File: config.mk
export PLATFORM = sky130hd
export DESIGN_NAME = boot_sequencer_flat
export DESIGN_NICKNAME = d
export VERILOG_FILES = /design/src/rtl/boot_sequencer_if.sv /design/src/rtl/boot_sequencer.sv /design/src/flat_wrapper.sv
export SDC_FILE = /design/constraint.sdc
export NUM_CORES = 1
export LEC_CHECK = 0
export ABC_AREA = 1
export ABC_CLOCK_PERIOD_IN_PS = 2900
export CAP_MARGIN = 20
export CORE_MARGIN = 2
export CORE_UTILIZATION = 30
export CTS_CLUSTER_SIZE = 40
export DETAILED_ROUTE_END_ITERATION = 7
export GPL_ROUTABILITY_DRIVEN = 0
export MAX_ROUTING_LAYER = met4
export RECOVER_POWER = 25
export SYNTH_ARGS = -nofsm -noshare
export SYNTH_HDL_FRONTEND = slang
export SYNTH_SLANG_ARGS = --single-unit
File: constraint.sdc
create_clock -name i_clk -period 2.9 [get_ports i_clk]
set_input_delay 0.435 -clock i_clk [delete_from_list [all_inputs] [get_ports i_clk]]
set_output_delay 0.435 -clock i_clk [all_outputs]
set_load 0.02 [all_outputs]
File: src/rtl/boot_sequencer_if.sv
// Stream-in / preload-write bundle between an image source, the boot sequencer
// and the core's memory preload port.
interface boot_sequencer_if #(
  parameter int DATA_W = 32,
  parameter int ADDR_W = 16
);
  logic              in_valid;
  logic              in_ready;
  logic [DATA_W-1:0] in_data;
  logic              in_sel;
  logic              in_last;
  logic              mem_we;
  logic              mem_sel;
  logic [ADDR_W-1:0] mem_addr;
  logic [DATA_W-1:0] mem_wdata;

  modport slave (
    input  in_valid, in_data, in_sel, in_last,
    output in_ready, mem_we, mem_sel, mem_addr, mem_wdata
  );

  modport master (
    output in_valid, in_data, in_sel, in_last,
    input  in_ready, mem_we, mem_sel, mem_addr, mem_wdata
  );
endinterface

File: src/rtl/boot_sequencer.sv
// Boot controller: holds the core in reset, streams an image into imem/dmem,
// releases the core and supervises the run with an optional watchdog.
module boot_sequencer #(
  parameter int DATA_W          = 32,
  parameter int ADDR_W          = 16,
  parameter int IMEM_SIZE_BYTES = 64,
  parameter int DMEM_SIZE_BYTES = 32,
  parameter int N_RESET         = 10,
  parameter int TIMEOUT_CYCLES  = 0,
  parameter int CNT_W           = 32
) (
  input  logic                 i_clk,
  input  logic                 i_reset,
  boot_sequencer_if.slave      bus,
  input  logic                 i_core_halt,
  output logic                 o_core_reset_n,
  output logic [CNT_W-1:0]     o_cycle_cnt,
  output logic [2:0]           o_state
);
  localparam int BPW    = DATA_W / 8;
  localparam int HOLD_W = $clog2(N_RESET + 1);

  typedef enum logic [2:0] {
    S_HOLD = 3'd0, S_LOAD = 3'd1, S_RUN = 3'd2,
    S_DONE = 3'd3, S_TIMEOUT = 3'd4, S_ERROR = 3'd5
  } state_t;

  state_t              r_state, w_next;
  logic [HOLD_W-1:0]   r_hold_cnt;
  logic [ADDR_W-1:0]   r_iptr, r_dptr;
  logic                r_mem_we, r_mem_sel;
  logic [ADDR_W-1:0]   r_mem_addr;
  logic [DATA_W-1:0]   r_mem_wdata;
  logic                r_core_rst_n;
  logic [CNT_W-1:0]    r_cycle_cnt;

  logic                w_accept, w_ovf, w_tmo;
  logic [ADDR_W-1:0]   w_ptr;
  logic [ADDR_W:0]     w_ptr_nxt, w_lim;

  assign bus.in_ready = (r_state == S_LOAD);
  assign w_accept     = bus.in_valid && bus.in_ready;
  assign w_ptr        = bus.in_sel ? r_dptr : r_iptr;
  // One extra bit so the end-of-region compare cannot wrap.
  assign w_ptr_nxt    = {1'b0, w_ptr} + (ADDR_W+1)'(BPW);
  assign w_lim        = bus.in_sel ? (ADDR_W+1)'(DMEM_SIZE_BYTES) : (ADDR_W+1)'(IMEM_SIZE_BYTES);
  assign w_ovf        = w_ptr_nxt > w_lim;
  assign w_tmo        = (TIMEOUT_CYCLES != 0) && (r_cycle_cnt == CNT_W'(TIMEOUT_CYCLES - 1));

  always_ff @(posedge i_clk) begin
    if (i_reset) r_state <= S_HOLD;
    else         r_state <= w_next;
  end

  always_comb begin
    w_next = r_state;
    case (r_state)
      S_HOLD: if (r_hold_cnt == HOLD_W'(N_RESET - 1)) w_next = S_LOAD;
      S_LOAD: begin
        if (w_accept) begin
          if (w_ovf)            w_next = S_ERROR;
          else if (bus.in_last) w_next = S_RUN;
        end
      end
      S_RUN: begin
        if (i_core_halt) w_next = S_DONE;
        else if (w_tmo)  w_next = S_TIMEOUT;
      end
      default: w_next = r_state;
    endcase
  end

  always_ff @(posedge i_clk) begin
    if (i_reset) begin
      r_hold_cnt   <= '0;
      r_iptr       <= '0;
      r_dptr       <= '0;
      r_mem_we     <= 1'b0;
      r_mem_sel    <= 1'b0;
      r_mem_addr   <= '0;
      r_mem_wdata  <= '0;
      r_core_rst_n <= 1'b0;
      r_cycle_cnt  <= '0;
    end else begin
      r_mem_we <= 1'b0;
      if (r_state == S_HOLD) r_hold_cnt <= r_hold_cnt + HOLD_W'(1);
      if (w_accept && !w_ovf) begin
        r_mem_we    <= 1'b1;
        r_mem_sel   <= bus.in_sel;
        r_mem_addr  <= w_ptr;
        r_mem_wdata <= bus.in_data;
        if (bus.in_sel) r_dptr <= w_ptr_nxt[ADDR_W-1:0];
        else            r_iptr <= w_ptr_nxt[ADDR_W-1:0];
      end
      // Release lags RUN entry by a cycle; drop lags the terminal state by a cycle.
      r_core_rst_n <= (r_state == S_RUN);
      if (r_state == S_RUN && r_core_rst_n && w_next == S_RUN && r_cycle_cnt != '1)
        r_cycle_cnt <= r_cycle_cnt + CNT_W'(1);
    end
  end

  assign bus.mem_we     = r_mem_we;
  assign bus.mem_sel    = r_mem_sel;
  assign bus.mem_addr   = r_mem_addr;
  assign bus.mem_wdata  = r_mem_wdata;
  assign o_core_reset_n = r_core_rst_n;
  assign o_cycle_cnt    = r_cycle_cnt;
  assign o_state        = r_state;
endmodule

File: src/flat_wrapper.sv
// flat-port wrapper written by rule: the top's interface ports become plain ports
module boot_sequencer_flat 
#(
  parameter int DATA_W          = 32,
  parameter int ADDR_W          = 16,
  parameter int IMEM_SIZE_BYTES = 64,
  parameter int DMEM_SIZE_BYTES = 32,
  parameter int N_RESET         = 10,
  parameter int TIMEOUT_CYCLES  = 0,
  parameter int CNT_W           = 32
)
  (i_clk, i_reset, i_core_halt, o_core_reset_n, o_cycle_cnt, o_state, bus_in_valid, bus_in_data, bus_in_sel, bus_in_last, bus_in_ready, bus_mem_we, bus_mem_sel, bus_mem_addr, bus_mem_wdata);
  boot_sequencer_if #(.DATA_W(DATA_W), .ADDR_W(ADDR_W)) bus_i ();
  input  logic i_clk;
  input  logic i_reset;
  input  logic i_core_halt;
  output logic o_core_reset_n;
  output logic [CNT_W-1:0] o_cycle_cnt;
  output logic [2:0] o_state;
  input wire logic [$bits(bus_i.in_valid)-1:0] bus_in_valid;
  input wire logic [$bits(bus_i.in_data)-1:0] bus_in_data;
  input wire logic [$bits(bus_i.in_sel)-1:0] bus_in_sel;
  input wire logic [$bits(bus_i.in_last)-1:0] bus_in_last;
  output wire logic [$bits(bus_i.in_ready)-1:0] bus_in_ready;
  output wire logic [$bits(bus_i.mem_we)-1:0] bus_mem_we;
  output wire logic [$bits(bus_i.mem_sel)-1:0] bus_mem_sel;
  output wire logic [$bits(bus_i.mem_addr)-1:0] bus_mem_addr;
  output wire logic [$bits(bus_i.mem_wdata)-1:0] bus_mem_wdata;
  assign bus_i.in_valid = bus_in_valid;
  assign bus_i.in_data = bus_in_data;
  assign bus_i.in_sel = bus_in_sel;
  assign bus_i.in_last = bus_in_last;
  assign bus_in_ready = bus_i.in_ready;
  assign bus_mem_we = bus_i.mem_we;
  assign bus_mem_sel = bus_i.mem_sel;
  assign bus_mem_addr = bus_i.mem_addr;
  assign bus_mem_wdata = bus_i.mem_wdata;
  boot_sequencer #(.DATA_W(DATA_W), .ADDR_W(ADDR_W), .IMEM_SIZE_BYTES(IMEM_SIZE_BYTES), .DMEM_SIZE_BYTES(DMEM_SIZE_BYTES), .N_RESET(N_RESET), .TIMEOUT_CYCLES(TIMEOUT_CYCLES), .CNT_W(CNT_W)) u_core (.i_clk(i_clk), .i_reset(i_reset), .bus(bus_i), .i_core_halt(i_core_halt), .o_core_reset_n(o_core_reset_n), .o_cycle_cnt(o_cycle_cnt), .o_state(o_state));
endmodule
After elaboration in Yosys (flattened, before gate mapping)
Cells that the tools add are included.
- register bits after elaboration: 122
- input bits: 38
- word-level logic and storage cells: 38
- $add $sub $neg: 3
- order comparisons: 1
- equal/unequal tests: 5
- mux-type cells: 9
- bitwise logic cells: 1
- reductions and logical operators: 9
- operators by type and width (operator ; count):
    $add 32x1->32 const B ; 1
    $ne 32x32->1 const B ; 1
    $add 16x3->17 const B ; 1
    $gt 17x17->1 ; 1
    $mux 16 ; 1
    $mux 3 ; 5
    $pmux 3 s3 ; 1
    $mux 7 ; 1
    $eq 3x2->1 const B ; 2
    $logic_and 1x1->1 ; 5
    $add 4x1->4 const B ; 1
    $eq 4x4->1 const B ; 1
    $reduce_and 2->1 ; 2
    $eq 3x1->1 const B ; 1
    $logic_not 3->1 ; 1
    $logic_not 1->1 ; 1
    $mux 1 ; 1
    $not 1->1 ; 1

Logic depth before layout (Yosys ltp)
Gate-level depths: netlist of run 1.
- word-level depth: 9
- depth in mapped cells: 25
- gate-level depth less buffers: 24

Worst setup path before layout of run 1
No wires, ideal clock.
- path type: input port to flip-flop
- start point: in bus_in_sel
- end point: reg u_core.r_cycle_cnt[25] (netlist: u_core.o_cycle_cnt[25])
- setup time: 132 ps
- arrival: 2948 ps
- required time: 2768 ps
- path slack: -180 ps
- stages on the path: 25
- buffers on the path: 3
- path through: buf_6 > buf_8 > nand2_1 > nand2_2 > ha_1 > nand2_1 > nor2_4 > nor2_1 > ha_1 > nand2_1 > nor2_1 > nand3_1 > nor2_1 > nor2_1 > nor2_1 > nand3_1 > nor2_2 > nand3_1 > nand2_1 > nand2_1 > nand2_4 > nand3_4 > buf_6 > nand2_1 > a21oi_1
- cells in the longest elaborated chain, start to end: 9
- elaborated cells on any way between the ends: 10
- ends and longest elaborated chain (what ; RTL line ; text):
    from (decl) ; flat_wrapper.sv:22 ; input wire logic [$bits(bus_i.in_sel)-1:0] bus_in_sel;
    $mux 16 ; boot_sequencer.sv:43 ; assign w_ptr = bus.in_sel ? r_dptr : r_iptr;
    named net u_core.w_ptr[2] ; boot_sequencer.sv:38 ; logic [ADDR_W-1:0] w_ptr;
    $add 16x3->17 ; boot_sequencer.sv:45 ; assign w_ptr_nxt = {1'b0, w_ptr} + (ADDR_W+1)'(BPW);
    named net u_core.w_ptr_nxt[6] ; boot_sequencer.sv:39 ; logic [ADDR_W:0] w_ptr_nxt, w_lim;
    $gt 17x17->1 ; boot_sequencer.sv:47 ; assign w_ovf = w_ptr_nxt > w_lim;
    $mux 3 ; boot_sequencer.sv:61 ; if (w_ovf) w_next = S_ERROR;
    $mux 3 ; boot_sequencer.sv:60 ; if (w_accept) begin
    $pmux 3 s3 ; boot_sequencer.sv:57 ; case (r_state)
    $eq 3x2->1 ; boot_sequencer.sv:97 ; if (r_state == S_RUN && r_core_rst_n && w_next == S_RUN && r_cycle_cnt != '1)
    $logic_and 1x1->1 (2 in series) ; boot_sequencer.sv:97 ;
    to (signal assigned) ; boot_sequencer.sv:98 ; r_cycle_cnt <= r_cycle_cnt + CNT_W'(1);
    to (decl) ; boot_sequencer.sv:35 ; logic [CNT_W-1:0] r_cycle_cnt;
The timed path passes the listed nets, and every way through them passes these cells.
A chain may end at the register's enable or synchronous reset.

Worst setup path in the final report of run 1
- start point: reg u_core.r_iptr[4]
- end point: reg u_core.r_cycle_cnt[5] (netlist: u_core.o_cycle_cnt[5])
- cells in the longest elaborated chain, start to end: 9
- ends and longest elaborated chain (what ; RTL line ; text):
    from (decl) ; boot_sequencer.sv:30 ; logic [ADDR_W-1:0] r_iptr, r_dptr;
    from (signal assigned) ; boot_sequencer.sv:93 ; else r_iptr <= w_ptr_nxt[ADDR_W-1:0];
    $mux 16 ; boot_sequencer.sv:43 ;
    $add 16x3->17 ; boot_sequencer.sv:45 ;
    $gt 17x17->1 ; boot_sequencer.sv:47 ;
    $mux 3 ; boot_sequencer.sv:61 ;
    $mux 3 ; boot_sequencer.sv:60 ;
    $pmux 3 s3 ; boot_sequencer.sv:57 ;
    $eq 3x2->1 ; boot_sequencer.sv:97 ;
    $logic_and 1x1->1 (2 in series) ; boot_sequencer.sv:97 ;
No other way between the ends.

==> flow_summary.yaml, run 1 <==
status:
  status: "finished, violations left"
  violations: "negative setup slack"
cts:
  h-tree-depth: 4
  clk_latency_ps: 420
  cts-buffers-inserted: 17
  cts_num_sinks: 122
  ctsHoldBuffers: 0
  clk_pin_slew_ps: 60
  cts_tree: "built"
  clock_path_buffers: 2
  clockRootBuffer: "clkbuf_16"
detailed_routing:
  top_layer: "met4"
  wl_per_cell_um: 13.78
  dr.pass1.iters: 5
  drtAntennaViolNets: 0
  wl_met2_um: 8518
  drt_iter0_markers: 317
  dr_total_vias: 5907
  drc: 0
  wl_met3_um: 1059
  routed_wl_um: 17500
  wl_met1_um: 7592
  avgViaCountPerCell: 4.651
floorplanning:
  rows: 50
  die_y_um: 142.9
  dieArea_um2: 20410
  start_util: 0.3072
  chipWidth_um: 142.9
  ios: 125
  core_um2: 18830
sta:
  hold_viol_final: 0
  rsz0062_at_grt: "true"
  finalSetupViolCount: 55
  slew_viol_final: 0
  setup_slack_ps: -83.86
  fin_hold_ws_ps: 421.1
  layout_min_cycle_time_ps: 2984
  fmax_mhz: 335.1
  worstMarginPinSlew_ps: 723.3
  fin_worst_skew_ps: 9.495
  maxSlewHeadroom: 0.5173
  period_share: 1.029
critical_path:
  r2r_slack_ps: -80
  critPathRequiredTime_ps: 3190
  reg2reg_to: "u_core.o_cycle_cnt[5]"
  critPathKind: "flip-flop to flip-flop"
  r2r_cells: 23
  cp.arrival_ps: 3270
  rr_startpoint: "u_core.r_iptr[4]"
  cp_max_fo: 8
  end_kind: "flip-flop"
  crit_start: "u_core.r_iptr[4]"
  start_kind: "flip-flop"
synthesis:
  yosysSeqAreaShare: 0.4221
  async_reset_ff_frac: 0
  syn_inst: 805
  synth-edff-count: 0
  yosys_register_bits: 122
  yosysTopAreaCellShare: 0.4221
  synth_top_area_cell: "dfxtp_1"
  yosys-top-cells-area: "dfxtp_1, nand2_1, a21oi_1"
  synthDistinctLibCells: 36
  yosysWarnings: 0
  syn-cell-area_um2: 5786
  syn_avg_cell_area_um2: 7.187
  synth_fp_nets: 850
  synth_top_flop_cell: "dfxtp_1"
global_route:
  gr-total-overflow: 0
  grt_max_degree: 103
  grt_pass1_vias: 5618
  grt_usage: 0.1770
  grt_first_pass_wirelength_um: 27820
  grt_antenna_before_repair: 0
final_layout:
  multi_input_area_um2: 3060
  mostFrequentLayoutCells: "nand2_1, clkdlybuf4s50_1, dfxtp_1, nor2_1, a21oi_1"
  drive_gt1_frac: 0.1990
  ff_latch_area_um2: 2447
  post-route-util: 0.4728
  final_common_cell: "nand2_1"
  fin_cells: 1270
  final_nets: 1042
  syn_to_final_growth_pct: 53.87
  design_area_um2: 8902
  n_fill_cell: 1848
  n_antenna_cell: 0
min_path:
  min_path_cells: 2
  hold_path.startpoint: "u_core.r_iptr[15]"
  hp-class: "flip-flop to flip-flop"
  hold_end: "u_core.r_iptr[15]"
placed_design:
  placedCellCount: 1204
  place_area_um2: 7660
  port_buffers: 124
  place_hpwl_um: 11240
power_and_ir_drop:
  power.density_nw_per_um2: 471.0
  finalPower_uw: 4193
  peakVddDrop_mv: 0.3847
  leakage_uw: 0.003361
run:
  drv_cap: 0
## metal layers
layer	up-vias	GRT usage
met1	2708	0.2074
li1	2995	-
met2	173	0.2892
met3	31	0.05265
met4	0	0.06253
met5	-	-
## power by group
part	switching, uW	internal (uW)
logic	71.9	76.1
registers	4.01	1680
clock network	808	1550
total	884	3310
## registers in the layout (all words and copies together), names as in the netlist
register and flops:
u_core.bus.mem_addr 16, u_core.bus.mem_wdata 32, u_core.r_iptr 16, u_core.o_cycle_cnt 32, u_core.o_core_reset_n 1, u_core.r_dptr 16, u_core.bus.mem_sel 1, u_core.bus.mem_we 1
u_core.r_hold_cnt 4, u_core.o_state 3
## area by class of cell
cell class,count,share of cell area
inverters,76,0.03289
clock buffers,22,0.05552
clock inverters,10,0.01827
well taps,260,0.03654
flip-flops and latches,122,0.2749
multi-input cells,569,0.3438
repair buffers,211,0.2381
## what timing repair did
action / in CTS / in global routing
setup buffers: 25 / 5
pin swaps: 16 / 29
gates resized for setup: 28 / 47
endpoints found under the setup margin: 86 / 86
gates cloned: 4 / 2
## through the flow
stage,setup WS (ps),setup TNS [ps]
floorplan,-61.48,-1702
global placement,-674.0,-52460
detailed placement,-764.7,-58610
CTS,0.7676,0
global route,-325.3,-20300
finish,-83.86,-2198
## worst max-delay path: stages (launching register included)
cell     delay [ps]
dfxtp_1         390
nand2_2         110
nand2_4         140
nand3_4          90
xor2_1          150
inv_1            80
ha_1            290
inv_2            40
nor2_2          100
nand3_1          80
nor2_1          110
nor2_1           50
nor2_1           80
nand3_1          90
nor2_2          150
nand3_2         100
nand2_2          70
nand2_2          60
nand2_4          90
nand3_4         120
buf_12          200
buf_16          150
nand2_2          50
a21oi_1          50
## how the worst max path moves through the flow
stage	end	depth (start not counted)
after floorplan	u_core.o_cycle_cnt[25]	24
after global placement	u_core.o_cycle_cnt[1]	26
after detailed placement	u_core.o_cycle_cnt[0]	26
after CTS	u_core.o_cycle_cnt[9]	24
after global routing	u_core.o_cycle_cnt[25]	23
final	u_core.o_cycle_cnt[5]	23
## cells in the mapped netlist (2+ instances only)
| master | count |
|---|---|
| o211a_1 | 2 |
| o21ai_0 | 16 |
| ha_1 | 7 |
| nor4_1 | 11 |
| nand2_2 | 6 |
| nand2_4 | 2 |
| clkbuf_1 | 17 |
| xnor2_1 | 4 |
| nand2_1 | 226 |
| buf_2 | 7 |
| nor2_1 | 85 |
| nor2_4 | 4 |
| dfxtp_1 | 122 |
| xor2_1 | 26 |
| a21oi_1 | 77 |
| nor3_1 | 17 |
| a31oi_1 | 4 |
| nand3_1 | 17 |
| nand4_1 | 40 |
| inv_1 | 74 |
| nor2_2 | 4 |
| buf_4 | 5 |
| o21ai_2 | 6 |
| buf_6 | 8 |
| o21ai_1 | 7 |
## kinds of logic after synthesis
logic type | count (synthesis) | share of synthesized area
AOI/OAI and AO/OA | 115 | 0.1075
xor gates and xnor gates | 30 | 0.04541
adders and majority gates | 7 | 0.01514
buffers and inverters | 115 | 0.09169
DFF | 122 | 0.4221
and+or+nand+nor | 416 | 0.3181
Power figures use the tool's default switching activity.
==> inputs of run 2 (changes only) <==
SETUP_SLACK_MARGIN = 0.4   (was default)
==> flow_summary.yaml, run 2 (synthesis gave the netlist of run 1 again) <==
floorplanning:
  chipWidth_um: 142.9
  core_um2: 18830
  start_util: 0.3072
  dieArea_um2: 20410
  rows: 50
  die_y_um: 142.9
  ios: 125
power_and_ir_drop:
  peakVddDrop_mv: 0.3970
  power.density_nw_per_um2: 435.0
  leakage_uw: 0.003539
  finalPower_uw: 4016
sta:
  fmax_mhz: 333.2
  rsz0062_at_grt: "true"
  fin_worst_skew_ps: 7.312
  slew_viol_final: 0
  layout_min_cycle_time_ps: 3001
  finalSetupViolCount: 82
  fin_hold_ws_ps: 423.2
  hold_viol_final: 0
  worstMarginPinSlew_ps: 862.3
  setup_slack_ps: -101.5
  maxSlewHeadroom: 0.4245
  period_share: 1.035
critical_path:
  r2r_cells: 24
  rr_startpoint: "u_core.r_iptr[2]"
  start_kind: "flip-flop"
  r2r_slack_ps: -100
  critPathRequiredTime_ps: 3180
  reg2reg_to: "u_core.o_cycle_cnt[24]"
  cp.arrival_ps: 3280
  critPathKind: "flip-flop to flip-flop"
  cp_max_fo: 16
  end_kind: "flip-flop"
cts:
  clk_latency_ps: 410
  h-tree-depth: 4
  clk_pin_slew_ps: 60
  clock_path_buffers: 2
  cts_tree: "built"
  clockRootBuffer: "clkbuf_16"
  cts-buffers-inserted: 17
  cts_num_sinks: 122
min_path:
  hold_path.startpoint: "u_core.r_dptr[10]"
  min_path_cells: 2
  hp-class: "flip-flop to flip-flop"
  hold_end: "u_core.r_dptr[10]"
placed_design:
  place_area_um2: 7622
  port_buffers: 124
  place_hpwl_um: 11200
detailed_routing:
  drt_iter0_markers: 306
  routed_wl_um: 17450
  dr_total_vias: 5926
  wl_per_cell_um: 13.78
  drtAntennaViolNets: 0
  drc: 0
  dr.pass1.iters: 5
  avgViaCountPerCell: 4.681
global_route:
  grt_first_pass_wirelength_um: 27110
  gr-total-overflow: 0
  grt_antenna_before_repair: 0
  grt_pass1_vias: 5713
  grt_usage: 0.1699
  grt_max_degree: 43
final_layout:
  n_antenna_cell: 0
  syn_to_final_growth_pct: 59.60
  final_common_cell: "nand2_1"
  ff_latch_area_um2: 2447
  final_nets: 1038
  n_fill_cell: 1778
  drive_gt1_frac: 0.2555
  design_area_um2: 9234
  multi_input_area_um2: 3348
  mostFrequentLayoutCells: "nand2_1, clkdlybuf4s50_1, dfxtp_1, nor2_1, inv_1"
status:
  status: "finished, violations left"
  violations: "negative setup slack"
run:
  drv_cap: 0
[run 2: cell types whose count changed in the layout (fill, tap and decap cells not counted), moves of 4 or more]
cell,before,now
nand2_4,11,32
clkbuf_8,5,0
nand2_2,29,38
buf_4,68,53
nand2_1,194,164
a21oi_2,5,30
clkbuf_16,18,22
a21oi_1,72,47
o21ai_0,14,7
o21ai_2,4,8
[run 2: routing by layer]
| layer | track usage | vias up | part of all wire |
|---|---|---|---|
| li1 | - | 2997 | - |
| met1 | 0.1998 | 2731 | 0.43 |
| met2 | 0.2794 | 164 | 0.49 |
| met3 | 0.05131 | 34 | 0.054 |
| met4 | 0.05367 | 0 | 0.023 |
| met5 | - | - | 0 |
[run 2: report_power, final]
group	leakage, uW	switching, uW	internal (uW)	total (uW)
registers	0.000985	3.98	1680	1680
clock network	0.000280	807	1360	2160
logic	0.00227	87.4	79.6	167
[run 2: timing repair]
action	in CTS	in global routing
resized for setup	27	148
pin swaps	22	52
endpoints found under the setup margin	97	96
hold buffers	0	0
buffers inserted	10	10
gates cloned	4	6
[run 2: area by class of cell]
class / count / share of cell area
tap: 260 / 0.03523
inverter: 76 / 0.03252
timing repair buffer: 207 / 0.2394
sequential: 122 / 0.2650
clock buffer: 19 / 0.04688
multi-input combinational: 569 / 0.3626
clock inverter: 13 / 0.01829
[run 2: through the flow]
stage               setup TNS (ps)  setup WS (ps)  cells    util
floorplan                    -1705         -61.48    805       -
global placement            -54520         -665.2   1204  0.4048
detailed placement          -64410         -762.0   1204  0.4048
CTS                         -703.5         -29.14   1250  0.4526
global route                -21610         -323.6   1266  0.4904
finish                       -5372         -101.5   1266  0.4904
[run 2: how the worst max path moves through the flow]
stage / startpoint / endpoint / slack [ps] / depth (start not counted)
after floorplan: bus_in_sel / u_core.o_cycle_cnt[25] / -60 / 24
after global placement: bus_in_sel / u_core.o_cycle_cnt[31] / -670 / 24
after detailed placement: bus_in_sel / u_core.o_cycle_cnt[1] / -760 / 25
after CTS: u_core.r_iptr[3] / u_core.o_cycle_cnt[1] / -30 / 24
after global routing: u_core.r_dptr[4] / u_core.o_cycle_cnt[8] / -320 / 25
final: u_core.r_iptr[2] / u_core.o_cycle_cnt[24] / -100 / 24
[run 2: critical path: stages (launching register included)]
cell	delay, ps
dfxtp_2	350
nand2_2	70
nand2_4	90
ha_4	170
nand2_4	60
nor2_4	110
nor2_2	40
ha_1	290
nand2_1	80
nor2_2	120
nand3_1	90
nor2_1	120
nor2_1	50
nor2_1	100
nand3_1	100
nor2_2	150
nand3_2	100
nand2_2	70
nand2_2	60
nand2_4	100
buf_12	100
nand3_4	110
buf_12	200
nand2_1	60
a21oi_1	60
